--- src/rtl/uart_cmd_parser_pkg.sv ---
// Shared constants, state encoding and checksum helper for the UART command parser.
package uart_cmd_parser_pkg;

  localparam logic [7:0] HEADER_DEFAULT = 8'hA5;
  localparam logic [7:0] CMD_WR         = 8'h01;
  localparam logic [7:0] CMD_RD         = 8'h02;

  localparam logic [2:0] ERR_NONE    = 3'd0;
  localparam logic [2:0] ERR_BAD_CMD = 3'd1;
  localparam logic [2:0] ERR_BAD_CHK = 3'd2;
  localparam logic [2:0] ERR_TIMEOUT = 3'd3;
  localparam logic [2:0] ERR_OVERRUN = 3'd4;

  typedef enum logic [2:0] {
    ST_IDLE,
    ST_GET_CMD,
    ST_GET_ADDR,
    ST_GET_DATA,
    ST_GET_CHK,
    ST_HOLD
  } state_t;

  // Frame checksum: XOR of the cmd, addr and data bytes.
  function automatic logic [7:0] calc_chk(input logic [7:0] c, input logic [7:0] a,
                                          input logic [7:0] d);
    return c ^ a ^ d;
  endfunction

endpackage

--- src/rtl/uart_cmd_parser_if.sv ---
// Register-access command handshake from the parser to the I2C master control logic.
interface uart_cmd_parser_if;
  logic       cmd_valid;
  logic       cmd_ready;
  logic       cmd_rw;
  logic [7:0] cmd_addr;
  logic [7:0] cmd_data;

  modport master (output cmd_valid, output cmd_rw, output cmd_addr, output cmd_data,
                  input cmd_ready);
  modport slave  (input cmd_valid, input cmd_rw, input cmd_addr, input cmd_data,
                  output cmd_ready);
endinterface

--- src/rtl/uart_byte_timer.sv ---
// Inter-byte watchdog: counts while enabled, restarts on clear, and flags the
// cycle in which the count reaches TIMEOUT_CYCLES-1 without a clear.
module uart_byte_timer #(
  parameter int TIMEOUT_CYCLES = 156250,
  parameter int TMR_W          = 18
) (
  input  logic clk,
  input  logic rst,
  input  logic clear,
  input  logic enable,
  output logic expire
);

  localparam logic [TMR_W-1:0] LAST = TMR_W'(TIMEOUT_CYCLES - 1);

  logic [TMR_W-1:0] count_reg;

  // A clear in the final cycle wins over expiry: the byte arrived in time.
  assign expire = enable && !clear && (count_reg == LAST);

  // Counter restarts on clear, when idle, and after firing so it never overruns LAST.
  always_ff @(posedge clk or posedge rst) begin
    if (rst) begin
      count_reg <= '0;
    end else if (clear || !enable || expire) begin
      count_reg <= '0;
    end else begin
      count_reg <= count_reg + 1'b1;
    end
  end

endmodule

--- src/rtl/uart_cmd_parser.sv ---
// Assembles 5-byte frames (header, cmd, addr, data, checksum) from the UART
// receiver into register-access commands with a valid/ready handshake.
module uart_cmd_parser
  import uart_cmd_parser_pkg::*;
#(
  parameter logic [7:0] HEADER         = HEADER_DEFAULT,
  parameter int         TIMEOUT_CYCLES = 156250,
  parameter int         TMR_W          = 18
) (
  input  logic                clk,
  input  logic                rst,
  input  logic                rx_done,
  input  logic [7:0]          rx_data,
  uart_cmd_parser_if.master   cmd,
  output logic                err,
  output logic [2:0]          err_code,
  output logic [15:0]         frame_cnt
);

  state_t      state_reg;
  logic [7:0]  cmd_byte_reg;
  logic        rw_reg;
  logic [7:0]  addr_reg;
  logic [7:0]  data_reg;
  logic        cmd_valid_reg;
  logic        cmd_rw_reg;
  logic [7:0]  cmd_addr_reg;
  logic [7:0]  cmd_data_reg;
  logic        err_reg;
  logic [2:0]  err_code_reg;
  logic [15:0] frame_cnt_reg;
  logic        tmr_en;
  logic        tmr_expire;

  // The watchdog only runs while a frame is partially received.
  assign tmr_en = (state_reg == ST_GET_CMD) || (state_reg == ST_GET_ADDR) ||
                  (state_reg == ST_GET_DATA) || (state_reg == ST_GET_CHK);

  uart_byte_timer #(
    .TIMEOUT_CYCLES (TIMEOUT_CYCLES),
    .TMR_W          (TMR_W)
  ) u_timer (
    .clk    (clk),
    .rst    (rst),
    .clear  (rx_done),
    .enable (tmr_en),
    .expire (tmr_expire)
  );

  // Frame FSM with field capture, checksum check, command hold and error reporting.
  always_ff @(posedge clk or posedge rst) begin
    if (rst) begin
      state_reg     <= ST_IDLE;
      cmd_byte_reg  <= '0;
      rw_reg        <= 1'b0;
      addr_reg      <= '0;
      data_reg      <= '0;
      cmd_valid_reg <= 1'b0;
      cmd_rw_reg    <= 1'b0;
      cmd_addr_reg  <= '0;
      cmd_data_reg  <= '0;
      err_reg       <= 1'b0;
      err_code_reg  <= ERR_NONE;
      frame_cnt_reg <= '0;
    end else begin
      err_reg <= 1'b0;
      // Expiry only fires without rx_done, so it never competes with a byte.
      if (tmr_expire) begin
        err_reg      <= 1'b1;
        err_code_reg <= ERR_TIMEOUT;
        state_reg    <= ST_IDLE;
      end else begin
        case (state_reg)
          ST_IDLE: begin
            if (rx_done && rx_data == HEADER) state_reg <= ST_GET_CMD;
          end
          ST_GET_CMD: begin
            if (rx_done) begin
              if (rx_data == CMD_WR || rx_data == CMD_RD) begin
                cmd_byte_reg <= rx_data;
                rw_reg       <= (rx_data == CMD_RD);
                state_reg    <= ST_GET_ADDR;
              end else begin
                err_reg      <= 1'b1;
                err_code_reg <= ERR_BAD_CMD;
                state_reg    <= ST_IDLE;
              end
            end
          end
          ST_GET_ADDR: begin
            if (rx_done) begin
              addr_reg  <= rx_data;
              state_reg <= ST_GET_DATA;
            end
          end
          ST_GET_DATA: begin
            if (rx_done) begin
              data_reg  <= rx_data;
              state_reg <= ST_GET_CHK;
            end
          end
          ST_GET_CHK: begin
            if (rx_done) begin
              if (rx_data == calc_chk(cmd_byte_reg, addr_reg, data_reg)) begin
                cmd_valid_reg <= 1'b1;
                cmd_rw_reg    <= rw_reg;
                cmd_addr_reg  <= addr_reg;
                cmd_data_reg  <= data_reg;
                state_reg     <= ST_HOLD;
              end else begin
                err_reg      <= 1'b1;
                err_code_reg <= ERR_BAD_CHK;
                state_reg    <= ST_IDLE;
              end
            end
          end
          ST_HOLD: begin
            // A byte arriving with acceptance is handled as if already idle.
            if (cmd.cmd_ready) begin
              cmd_valid_reg <= 1'b0;
              frame_cnt_reg <= frame_cnt_reg + 16'd1;
              state_reg     <= (rx_done && rx_data == HEADER) ? ST_GET_CMD : ST_IDLE;
            end else if (rx_done) begin
              err_reg      <= 1'b1;
              err_code_reg <= ERR_OVERRUN;
            end
          end
          default: state_reg <= ST_IDLE;
        endcase
      end
    end
  end

  assign cmd.cmd_valid = cmd_valid_reg;
  assign cmd.cmd_rw    = cmd_rw_reg;
  assign cmd.cmd_addr  = cmd_addr_reg;
  assign cmd.cmd_data  = cmd_data_reg;
  assign err           = err_reg;
  assign err_code      = err_code_reg;
  assign frame_cnt     = frame_cnt_reg;

endmodule

--- src/flat_wrapper.sv ---
// flat-port wrapper written by rule: the top's interface ports become plain ports
module uart_cmd_parser_flat import uart_cmd_parser_pkg::*;
#(
  parameter logic [7:0] HEADER         = HEADER_DEFAULT,
  parameter int         TIMEOUT_CYCLES = 156250,
  parameter int         TMR_W          = 18
)
  (clk, rst, rx_done, rx_data, err, err_code, frame_cnt, cmd_cmd_valid, cmd_cmd_rw, cmd_cmd_addr, cmd_cmd_data, cmd_cmd_ready);
  uart_cmd_parser_if cmd_i ();
  input  logic clk;
  input  logic rst;
  input  logic rx_done;
  input  logic [7:0] rx_data;
  output logic err;
  output logic [2:0] err_code;
  output logic [15:0] frame_cnt;
  output wire logic [$bits(cmd_i.cmd_valid)-1:0] cmd_cmd_valid;
  output wire logic [$bits(cmd_i.cmd_rw)-1:0] cmd_cmd_rw;
  output wire logic [$bits(cmd_i.cmd_addr)-1:0] cmd_cmd_addr;
  output wire logic [$bits(cmd_i.cmd_data)-1:0] cmd_cmd_data;
  input wire logic [$bits(cmd_i.cmd_ready)-1:0] cmd_cmd_ready;
  assign cmd_cmd_valid = cmd_i.cmd_valid;
  assign cmd_cmd_rw = cmd_i.cmd_rw;
  assign cmd_cmd_addr = cmd_i.cmd_addr;
  assign cmd_cmd_data = cmd_i.cmd_data;
  assign cmd_i.cmd_ready = cmd_cmd_ready;
  uart_cmd_parser #(.HEADER(HEADER), .TIMEOUT_CYCLES(TIMEOUT_CYCLES), .TMR_W(TMR_W)) u_core (.clk(clk), .rst(rst), .rx_done(rx_done), .rx_data(rx_data), .cmd(cmd_i), .err(err), .err_code(err_code), .frame_cnt(frame_cnt));
endmodule
--- config.mk ---
export PLATFORM = sky130hd
export DESIGN_NAME = uart_cmd_parser_flat
export DESIGN_NICKNAME = d
export VERILOG_FILES = /design/src/rtl/uart_cmd_parser_pkg.sv /design/src/rtl/uart_cmd_parser_if.sv /design/src/rtl/uart_byte_timer.sv /design/src/rtl/uart_cmd_parser.sv /design/src/flat_wrapper.sv
export SDC_FILE = /design/constraint.sdc
export NUM_CORES = 1
export LEC_CHECK = 0
export CORE_MARGIN = 4
export CORE_UTILIZATION = 58
export CTS_BUF_LIST = sky130_fd_sc_hd__clkbuf_4
export DETAILED_ROUTE_END_ITERATION = 8
export HOLD_SLACK_MARGIN = 0.1
export PLACE_DENSITY = 0.83
export SYNTH_ARGS = -nofsm -noshare
export SYNTH_HDL_FRONTEND = slang
export SYNTH_SLANG_ARGS = --single-unit
export TNS_END_PERCENT = 100
--- constraint.sdc ---
create_clock -name clk -period 3 [get_ports clk]
set_input_delay 0.6 -clock clk [delete_from_list [all_inputs] [get_ports clk]]
set_output_delay 0.6 -clock clk [all_outputs]
set_load 0.02 [all_outputs]
After elaboration in Yosys (flattened, before gate mapping)
Index checks and enable logic that the tools add are counted.
{"block": "totals", "register_bits": 84, "elab_cells": 94}
{"block": "classes", "addsub": 2, "eq_ne": 23, "mux": 31, "bitwise": 3, "n_reduce_logical": 22}
{"cell": "3-bit 2-to-1 mux", "count": 14}
{"cell": "3-bit != test (second input constant)", "count": 9}
{"cell": "18-bit by 1-bit adder with 18-bit output (second input constant)", "count": 1}
{"cell": "18-bit == test (second input constant)", "count": 1}
{"cell": "18-bit 2-to-1 mux", "count": 1}
{"cell": "3-bit case mux with 6 select lines", "count": 1}
{"cell": "16-bit by 1-bit adder with 16-bit output (second input constant)", "count": 1}
{"cell": "8-bit XOR", "count": 2}
{"cell": "1-bit 2-to-1 mux", "count": 11}
{"cell": "3-bit case mux with 3 select lines", "count": 1}
{"cell": "3-bit AND reduction", "count": 3}
{"cell": "8-bit by 1-bit == test with 1-bit output (second input constant)", "count": 1}
{"cell": "8-bit by 2-bit == test with 1-bit output (second input constant)", "count": 1}
{"cell": "8-bit == test", "count": 1}
{"cell": "8-bit == test (second input constant)", "count": 1}
{"cell": "4-bit AND reduction", "count": 2}
{"cell": "7-bit AND reduction", "count": 1}
{"cell": "3-bit by 2-bit == test with 1-bit output (second input constant)", "count": 2}
{"cell": "3-bit == test (second input constant)", "count": 2}
{"cell": "1-bit logical OR", "count": 6}
{"cell": "2-bit != test (second input constant)", "count": 3}
{"cell": "6-bit AND reduction", "count": 1}
{"cell": "5-bit AND reduction", "count": 1}
{"cell": "4-bit nonzero test", "count": 1}
{"cell": "other kinds (10)", "count": 13}

Logic depth before layout (Yosys ltp)
Gate-level depths: netlist of run 1.
{"block": "depth", "depth_word": 8, "depth_mapped": 8, "depth_no_buf": 8}

Hierarchy
A second synthesis of run 1 with hierarchy kept.
{"block": "hier_totals", "cells_unflattened": 341, "hier_area_um2": 4018.9}
{"module": "uart_cmd_parser", "n_inst": 1, "cells_per_inst": 245, "area_each_um2": 3069.2, "seq_area_each_um2": 1651.6}
{"module": "uart_byte_timer", "n_inst": 1, "cells_per_inst": 96, "area_each_um2": 949.7, "seq_area_each_um2": 450.4}

Worst setup path after synthesis of run 1
No wires, ideal clock.
{"block": "synth_path", "path_type": "input to register", "startpoint": "in rx_data[1]", "endpoint": "reg u_core.cmd_addr_reg[0], in the netlist u_core.cmd.cmd_addr[0]", "setup_time_ps": 125, "arrival_time_ps": 2033, "required_time_ps": 2875, "slack_ps": 842, "path_stages": 8, "path_cell_list": "buf_2 > xor2_1 > xnor2_1 > nand4_2 > nor2_4 > nand4b_4 > buf_6 > mux2_4"}
{"block": "synth_via", "elab_chain_cells": 2}
{"item": "start: declaration", "line": "flat_wrapper.sv:13", "source": "input logic [7:0] rx_data;"}
{"item": "8-bit == test", "line": "uart_cmd_parser.sv:104", "source": "if (rx_data == calc_chk(cmd_byte_reg, addr_reg, data_reg)) begin"}
{"item": "4-bit AND reduction (no source line)"}
{"item": "end signal: assignment", "line": "uart_cmd_parser.sv:107", "source": "cmd_addr_reg <= addr_reg;"}
{"item": "end: declaration", "line": "uart_cmd_parser.sv:27", "source": "logic [7:0] cmd_addr_reg;"}
Every way passes these cells.
A chain may end at the register's enable or synchronous reset.

Worst setup path in the final report of run 1
{"block": "layout_path", "startpoint": "in rx_data[3]", "endpoint": "reg u_core.state_reg[2]"}
{"block": "layout_via", "elab_chain_cells": 5}
{"item": "8-bit == test", "line": "uart_cmd_parser.sv:104"}
{"item": "3-bit 2-to-1 mux", "line": "uart_cmd_parser.sv:104"}
{"item": "3-bit 2-to-1 mux", "line": "uart_cmd_parser.sv:103", "source": "if (rx_done) begin"}
{"item": "3-bit case mux with 6 select lines", "line": "uart_cmd_parser.sv:73", "source": "case (state_reg)"}
{"item": "3-bit 2-to-1 mux", "line": "uart_cmd_parser.sv:68", "source": "if (tmr_expire) begin"}
{"item": "end signal: assignment", "line": "uart_cmd_parser.sv:122", "source": "state_reg <= (rx_done && rx_data == HEADER) ? ST_GET_CMD : ST_IDLE;"}
{"item": "end: declaration", "line": "uart_cmd_parser.sv:20", "source": "state_t state_reg;"}
Several ways; a longest one is shown, not always the timed one. The select of a mux whose other input is x is not followed.

==> results of run 1 <==
-- per-stage QoR --
stage	instances	worst slack, ns
after detailed placement	490	0.186
final	506	0.642
after floorplan	346	0.235
after global placement	490	0.284
after global routing	506	0.589
after CTS	506	0.655
-- where the power goes --
part	leakage, µW	switching, µW	internal (µW)
sequential	0.00114	138	1240
clock	0.0000936	387	419
combinational	0.000970	343	325
-- worst max path at each step --
stage               slack [ns]                endpoint        from  cells after the start
floorplan                 0.23      u_core.addr_reg[0]         rst                      1
global placement          0.28  u_core.cmd.cmd_addr[6]  rx_data[5]                      8
detailed placement        0.19     u_core.state_reg[2]  rx_data[3]                      7
CTS                       0.66     u_core.state_reg[2]  rx_data[3]                      7
global route              0.59  u_core.cmd.cmd_addr[5]  rx_data[7]                      8
finish                    0.64     u_core.state_reg[2]  rx_data[3]                      7
-- metal layers --
metal	up-vias	share of wire, %	GRT usage, %	routed length, µm
li1	1317	-	-	-
met1	1415	44	27.0	3500
met2	67	50	33.8	3980
met3	12	4.1	3.77	326
met4	0	1.5	9.03	119
met5	-	0	0	0
-- worst reg2reg max path: stages (launching register included) --
cell      delay, ns
dfrtp_1        0.45
inv_1          0.08
ha_1           0.13
nand4b_1       0.10
or3_4          0.37
or3_1          0.35
nand2_1        0.46
nor2_1         0.11
-- layout make-up --
type | count | area, µm² | area share [%]
Clock inverter | 7 | 115 | 2.35
Tap cell | 96 | 120 | 2.46
Sequential cell | 84 | 2100 | 43.0
Multi-Input combinational cell | 246 | 1890 | 38.7
Inverter | 7 | 27.5 | 0.563
Timing Repair Buffer | 57 | 563 | 11.5
Clock buffer | 9 | 67.6 | 1.38
-- cells in the final DEF, fill, tap and decap left out, drive strengths merged, types with 3 or more instances in the layout --
cell type,count
dfrtp,84
clkdlybuf4s50,49
xnor2,42
nor2,38
mux2,37
nand2,20
xor2,14
nand4,11
nand3,10
clkbuf,9
buf,8
and2,7
a21oi,7
o21ai,7
inv,6
nand2b,5
and3,5
nor3,5
or3,4
clkinv,4
o22ai,3
ha,3
bufinv,3
-- logic make-up (layout without fill, tap and decap cells) --
family / count (synthesis) / in the layout / synth area share, %
AOI/OAI and AO/OA: 28 / 28 / 4.85
xor gates and xnor gates: 56 / 56 / 12.0
adders and majority gates: 3 / 3 / 0.921
buffers and inverters: 16 / 80 / 2.00
DFF: 84 / 84 / 51.6
muxes: 37 / 37 / 11.1
and+or+nand+nor: 122 / 122 / 17.5
==> summary.md, run 1 <==
| Metric | Value |
|---|---|
| Syn Inst Count | roughly 350 |
| Reg2reg start | u_core.u_timer.count_reg[1] |
| CTS hold repair buffers | 0 |
| Hold_sp | u_core.frame_cnt[15] |
| Post-layout min period | between 2 and 2.5 ns |
| Worst Hold Class | reg2reg |
| CP startpoint kind | input port |
| Row count | 30 |
| N_diodes | 0 |
| Final non-filler cell area | 0.00489 mm² |
| Total number of vias | roughly 2800 |
| Io pins | 50 |
| FFs w/ async S/R, synth | 100% |
| Pwr dens | 584 mW/mm² |
| Grt ovf | 0 |
| Crit path max-delay family | simple AND/OR/NAND/NOR gates |
| Final Slew Violations | 0 |
| Drt initial violations | around 250 |
| Sequential fraction of the synthesis area | between 50% and 60% |
| CTS sink cnt | 84 |
| Setup bufs post-CTS | 0 |
| DRC | 0 |
| Final Skew | ~0.018 ns |
| CP cell instances | clkdlybuf4s50_1, or3_4, or4b_4, a211oi_2, o22ai_1, a21oi_1, o21ai_1 |
| Finish-stage setup viols | 0 |
| Mean post-synth cell area | 11.8 µm² |
| CP max stage delay | 0.55 ns |
| Dpl cell area | roughly 0.0047 mm² |
| Reg2reg end | u_core.u_timer.count_reg[17] |
| Finished Core Util | between 70 and 80% |
| Yosys top cell by area | dfrtp_1 |
| Cell Area, Synth | a little over 0.004 mm² |
| Post-synth cell types | between 50 and 60 |
| Root Driver | clkbuf_4 |
| Core area | 0.00679 mm² |
| TritonCTS clock tree | built |
| Worst-Margin Slew | 0.613 ns |
| Vias in the first global route | roughly 2900 |
| Worst path required time | roughly 3.3 ns |
| Wire per inst | around 16 µm |
| Max FFs per register | 18 |
| Commonest cells in the netlist | dfrtp_1, xnor2_1, nor2_1, mux2_2, nand2_1 |
| First-pass GRT wire length | between 10000 and 15000 µm |
| Share of the synthesized area in the top cell type | approximately 52% |
| Syn_nets | around 360 |
| Top_reg_cell synth | dfrtp_1 |
| Kind of critical path | in2reg |
| Hold endpoint | u_core.frame_cnt[15] |
| Yosys reg bits | 84 |
| Initial core utilization | between 60% and 70% |
| P_leak | 0.00220 µW |
| Worst hold slack | 0.479 ns |
| Vias per cell | around 5.6 |
| Hpwl dp | ~5800 µm |
| Final WL | 7930 µm |
| Post-synth EDFFs | 0 |
| First drt pass iteration count | 4 |
| Layout cells sized above 1 | a little under a fifth |
| Relative slew slack | around three fifths |
| YS warnings | 0 |
| Critical Path AT | approximately 2.7 ns |
| Top cells by area, synth | dfrtp_1, xnor2_1, mux2_2, mux2_4, nor2_1 |
| Bufs and invs on worst path | 1 |
| Endpoint class of the critical path | flip-flop |
| Tot Pwr | around 2900 µW |
| R2r setup slk | between 0.8 and 0.9 ns |
| Die H | between 90 and 100 µm |
| Die X-Extent | around 92 µm |
| Clock Latency Late Sink | 0.44 ns |
| H-tree depth | 3 |
| Total track usage | ~21% |
| CP Max Fanout | 4 |
| Die footprint | approximately 0.0084 mm² |
| Antenna viol nets, final | 0 |
| Hold Fails Final Rpt | 0 |
| Setup TNS | 0 ns |
| IO buf count | roughly 50 |
| Initial antenna violation count | 0 |
| Crit share post-route | 78.6% |
| Pin count of the biggest net entering global routing | 50 |
| Area delta synth->final | 19.9% |
| Num CTS Buffers | 9 |
| Worst hold path stage count | 1 |
| Peak supply drop | about 0.3 mV |
| Status | finished clean |
| Layout fillers | just under 500 |
| Post-CTS Resized | 0 |
| Slowest cell on crit path | or4b_4 |
| GPL Wtd Cong | 0.937 |
| Clock-pin slew on the worst setup and hold paths | roughly 0.13 ns |
| Deepest clock path buffer count | 2 |
| Top-count cell post-synth | dfrtp_1 |
| Worst R2R Path Depth | 7 |
| Final net count | between 400 and 500 |
| Max-cap violations | 0 |
| RSZ-0062 raised after global routing | no |
| Achievable Freq | around 420 MHz |
No activity file was read; power rests on OpenSTA's default activity.
==> inputs of run 2 (changes only) <==
--- a/config.mk
+++ b/config.mk
@@ -6,11 +6,11 @@
 export NUM_CORES = 1
 export LEC_CHECK = 0
 export CORE_MARGIN = 4
-export CORE_UTILIZATION = 58
+export CORE_UTILIZATION = 52
 export CTS_BUF_LIST = sky130_fd_sc_hd__clkbuf_4
 export DETAILED_ROUTE_END_ITERATION = 8
 export HOLD_SLACK_MARGIN = 0.1
-export PLACE_DENSITY = 0.83
+export PLACE_DENSITY = 0.78
 export SYNTH_ARGS = -nofsm -noshare
 export SYNTH_HDL_FRONTEND = slang
 export SYNTH_SLANG_ARGS = --single-unit
==> constraint.sdc (replaced) <==
create_clock -name clk -period 2 [get_ports clk]
set_input_delay 0.4 -clock clk [delete_from_list [all_inputs] [get_ports clk]]
set_output_delay 0.4 -clock clk [all_outputs]
set_load 0.02 [all_outputs]
==> run 2 against run 1 <==
Net effect:
- hold slack got worse by 0.099 ns
- final cell count increased by 7.1%
- first-iteration DRC count decreased by 52%
- register-to-register slack got worse by 0.78 ns
- setup slack got worse by 0.62 ns
- non-clock buffer count increased by 31
- clock skew decreased by 0.0050 ns
- power increased by 57%
- clock power increased by 49%
- critical path type unchanged
- combinational power increased by 86%
- routed wire length increased by 4.5%
==> summary.md, run 2 (same netlist as run 1, synthesis figures left out) <==
| Metric | Value |
|---|---|
| Status | finished clean |
| Worst hold path stage count | 2 (+1) |
| Hpwl dp | 5810 µm (+0.64%) |
| Core area | 0.00769 mm² (+13%) |
| Worst hold slack | 0.379 ns (-0.0995 ns) |
| Total number of vias | 2914 (+3.7%) |
| Grt ovf | 0 (unchanged) |
| Final Skew | 0.0126 ns (-0.00505 ns) |
| Crit share post-route | between 90% and 100% |
| Worst path required time | 2.32 ns (-1.00 ns) |
| Finish-stage setup viols | 0 (unchanged) |
| Total track usage | 19.0% (-1.6 points) |
| TritonCTS clock tree | built |
| Deepest clock path buffer count | 2 (unchanged) |
| Area delta synth->final | 29.4% |
| Wire per inst | 15.3 µm (-2.5%) |
| CTS hold repair buffers | 0 (unchanged) |
| Most frequent cells in the layout | dfrtp_1, clkdlybuf4s50_1, xnor2_1 |
| Finished Core Util | 68.6% (-3.3 points) |
| N_diodes | 0 (unchanged) |
| Critical Path AT | 2.30 ns (-0.38 ns) |
| Endpoint class of the critical path | flip-flop |
| Hold_sp | rx_data[5] |
| Die footprint | 0.00932 mm² (+11%) |
| Relative slew slack | 70.2% (+11 points) |
| First-pass GRT wire length | 13600 µm (-1.4%) |
| Die X-Extent | 96.5 µm (+5.1%) |
| Num CTS Buffers | 9 (unchanged) |
| DRC | 0 (unchanged) |
| CP Max Fanout | 3 (-1) |
| GPL Wtd Cong | 0.896 (-4.3%) |
| Io pins | 50 (unchanged) |
| Hold endpoint | u_core.addr_reg[5] |
| CP startpoint kind | input port |
| Final Slew Violations | 0 (unchanged) |
| Reg2reg start | u_core.u_timer.count_reg[1] |
| Max FFs per register | 18 (unchanged) |
| Post-layout min period | about 2.0 ns |
| Pwr dens | 851 mW/mm² (+46%) |
| CTS sink cnt | 84 (unchanged) |
| Pin count of the biggest net entering global routing | 85 (+70%) |
| Tot Pwr | 4490 µW (+57%) |
| Initial core utilization | 53.0% (-7.0 points) |
| P_leak | 0.00244 µW (+11%) |
| Clock Latency Late Sink | 0.42 ns (-0.02 ns) |
| Worst R2R Path Depth | 10 (+3) |
| Initial antenna violation count | 0 (unchanged) |
| IO buf count | 49 (unchanged) |
| Achievable Freq | 506 MHz |
| RSZ-0062 raised after global routing | yes |
| Layout cells sized above 1 | 28.4% (+9.4 points) |
| Final setup margin | 0.0247 ns (-0.618 ns) |
| Reg2reg end | u_core.state_reg[2] |
| Worst Hold Class | in2reg |
| Antenna viol nets, final | 0 (unchanged) |
| Root Driver | clkbuf_4 |
| Drt initial violations | 120 (-52%) |
| Placement Setup Slack | -0.534 ns (-0.720 ns) |
| R2r setup slk | 0.05 ns (-0.78 ns) |
| Final WL | 8290 µm (+4.5%) |
| Final non-filler cell area | 0.00527 mm² (+7.9%) |
| Vias in the first global route | 2902 (+0.17%) |
| Die H | 96.5 µm (+5.1%) |
| Peak supply drop | 0.450 mV (+52%) |
| Row count | 32 (+6.7%) |
| First drt pass iteration count | 4 (unchanged) |
| Final net count | 451 (+7.4%) |
| Dpl cell area | 0.00492 mm² (+4.6%) |
| Most common library cell in the layout ignoring fill and taps | dfrtp_1 |
| Vias per cell | 5.38 (-3.2%) |
| Clock-pin slew on the worst setup and hold paths | 0.12 ns (about the same) |
| Max-cap violations | 0 (unchanged) |
| H-tree depth | 3 (unchanged) |
| Hold Fails Final Rpt | 0 (unchanged) |
| Worst-Margin Slew | 0.447 ns (-0.166 ns) |
| Kind of critical path | in2reg |
-- run 2: changes by cell type in the layout (fill, tap and decap cells not counted), sizes merged --
cell | previous run | this run
clkdlybuf4s50 | 49 | 43
clkbuf | 9 | 11
dlymetal6s2s | 0 | 4
dlygate4sd2 | 0 | 2
clkinv | 4 | 1
buf | 8 | 39
-- run 2: what timing repair did --
action	CTS	global route
setup endpoints to repair	8	27
buffers inserted	1	4
pin swaps	5	15
gates resized for setup	8	22
-- run 2: routing by layer --
| layer | vias up | share of wire, % | GRT usage (%) |
|---|---|---|---|
| met3 | 13 | 4.0 | 3.72 |
| met4 | 0 | 1.5 | 6.66 |
| met1 | 1452 | 44 | 24.8 |
| li1 | 1380 | - | - |
| met5 | - | 0 | 0 |
| met2 | 69 | 51 | 31.7 |
-- run 2: cell type report --
| class | instances | area [µm²] |
|---|---|---|
| clock inverters | 4 | 98.8 |
| flip-flops and latches | 84 | 2100 |
| fillers | 570 | 2410 |
| multi-input cells | 246 | 2000 |
| clock buffers | 11 | 82.6 |
| well taps | 102 | 128 |
| repair buffers | 88 | 827 |
| inverters | 7 | 30.0 |
-- run 2: power breakdown --
group	switching [µW]	internal, µW
logic	617	626
registers	176	1870
clock network	543	658
total	1340	3150
-- run 2: through the flow --
step                      std cells  setup TNS [ns]
after floorplan                 346               0
after global placement          522          -13.78
after detailed placement        522          -15.73
after CTS                       538               0
after global routing            542          -0.131
final                           542               0
-- run 2: worst max-delay path by stage --
stage	cells after the start	from	slack (ns)	endpoint
global placement	6	rx_data[5]	-0.47	u_core.err_code[1]
floorplan	8	rx_data[1]	0.04	u_core.cmd.cmd_addr[0]
global route	9	u_core.state_reg[1]	-0.04	u_core.state_reg[2]
CTS	9	u_core.u_timer.count_reg[1]	0.006	u_core.err_code[0]
detailed placement	6	rx_data[5]	-0.53	u_core.err_code[1]
finish	7	rx_data[3]	0.02	u_core.state_reg[2]
-- run 2: worst max-delay path, cell delays in order --
cell,delay (ns)
clkdlybuf4s50_1,0.43
or3_4,0.40
or4b_4,0.53
a211oi_4,0.22
o22ai_2,0.12
a21oi_2,0.12
o21ai_1,0.07
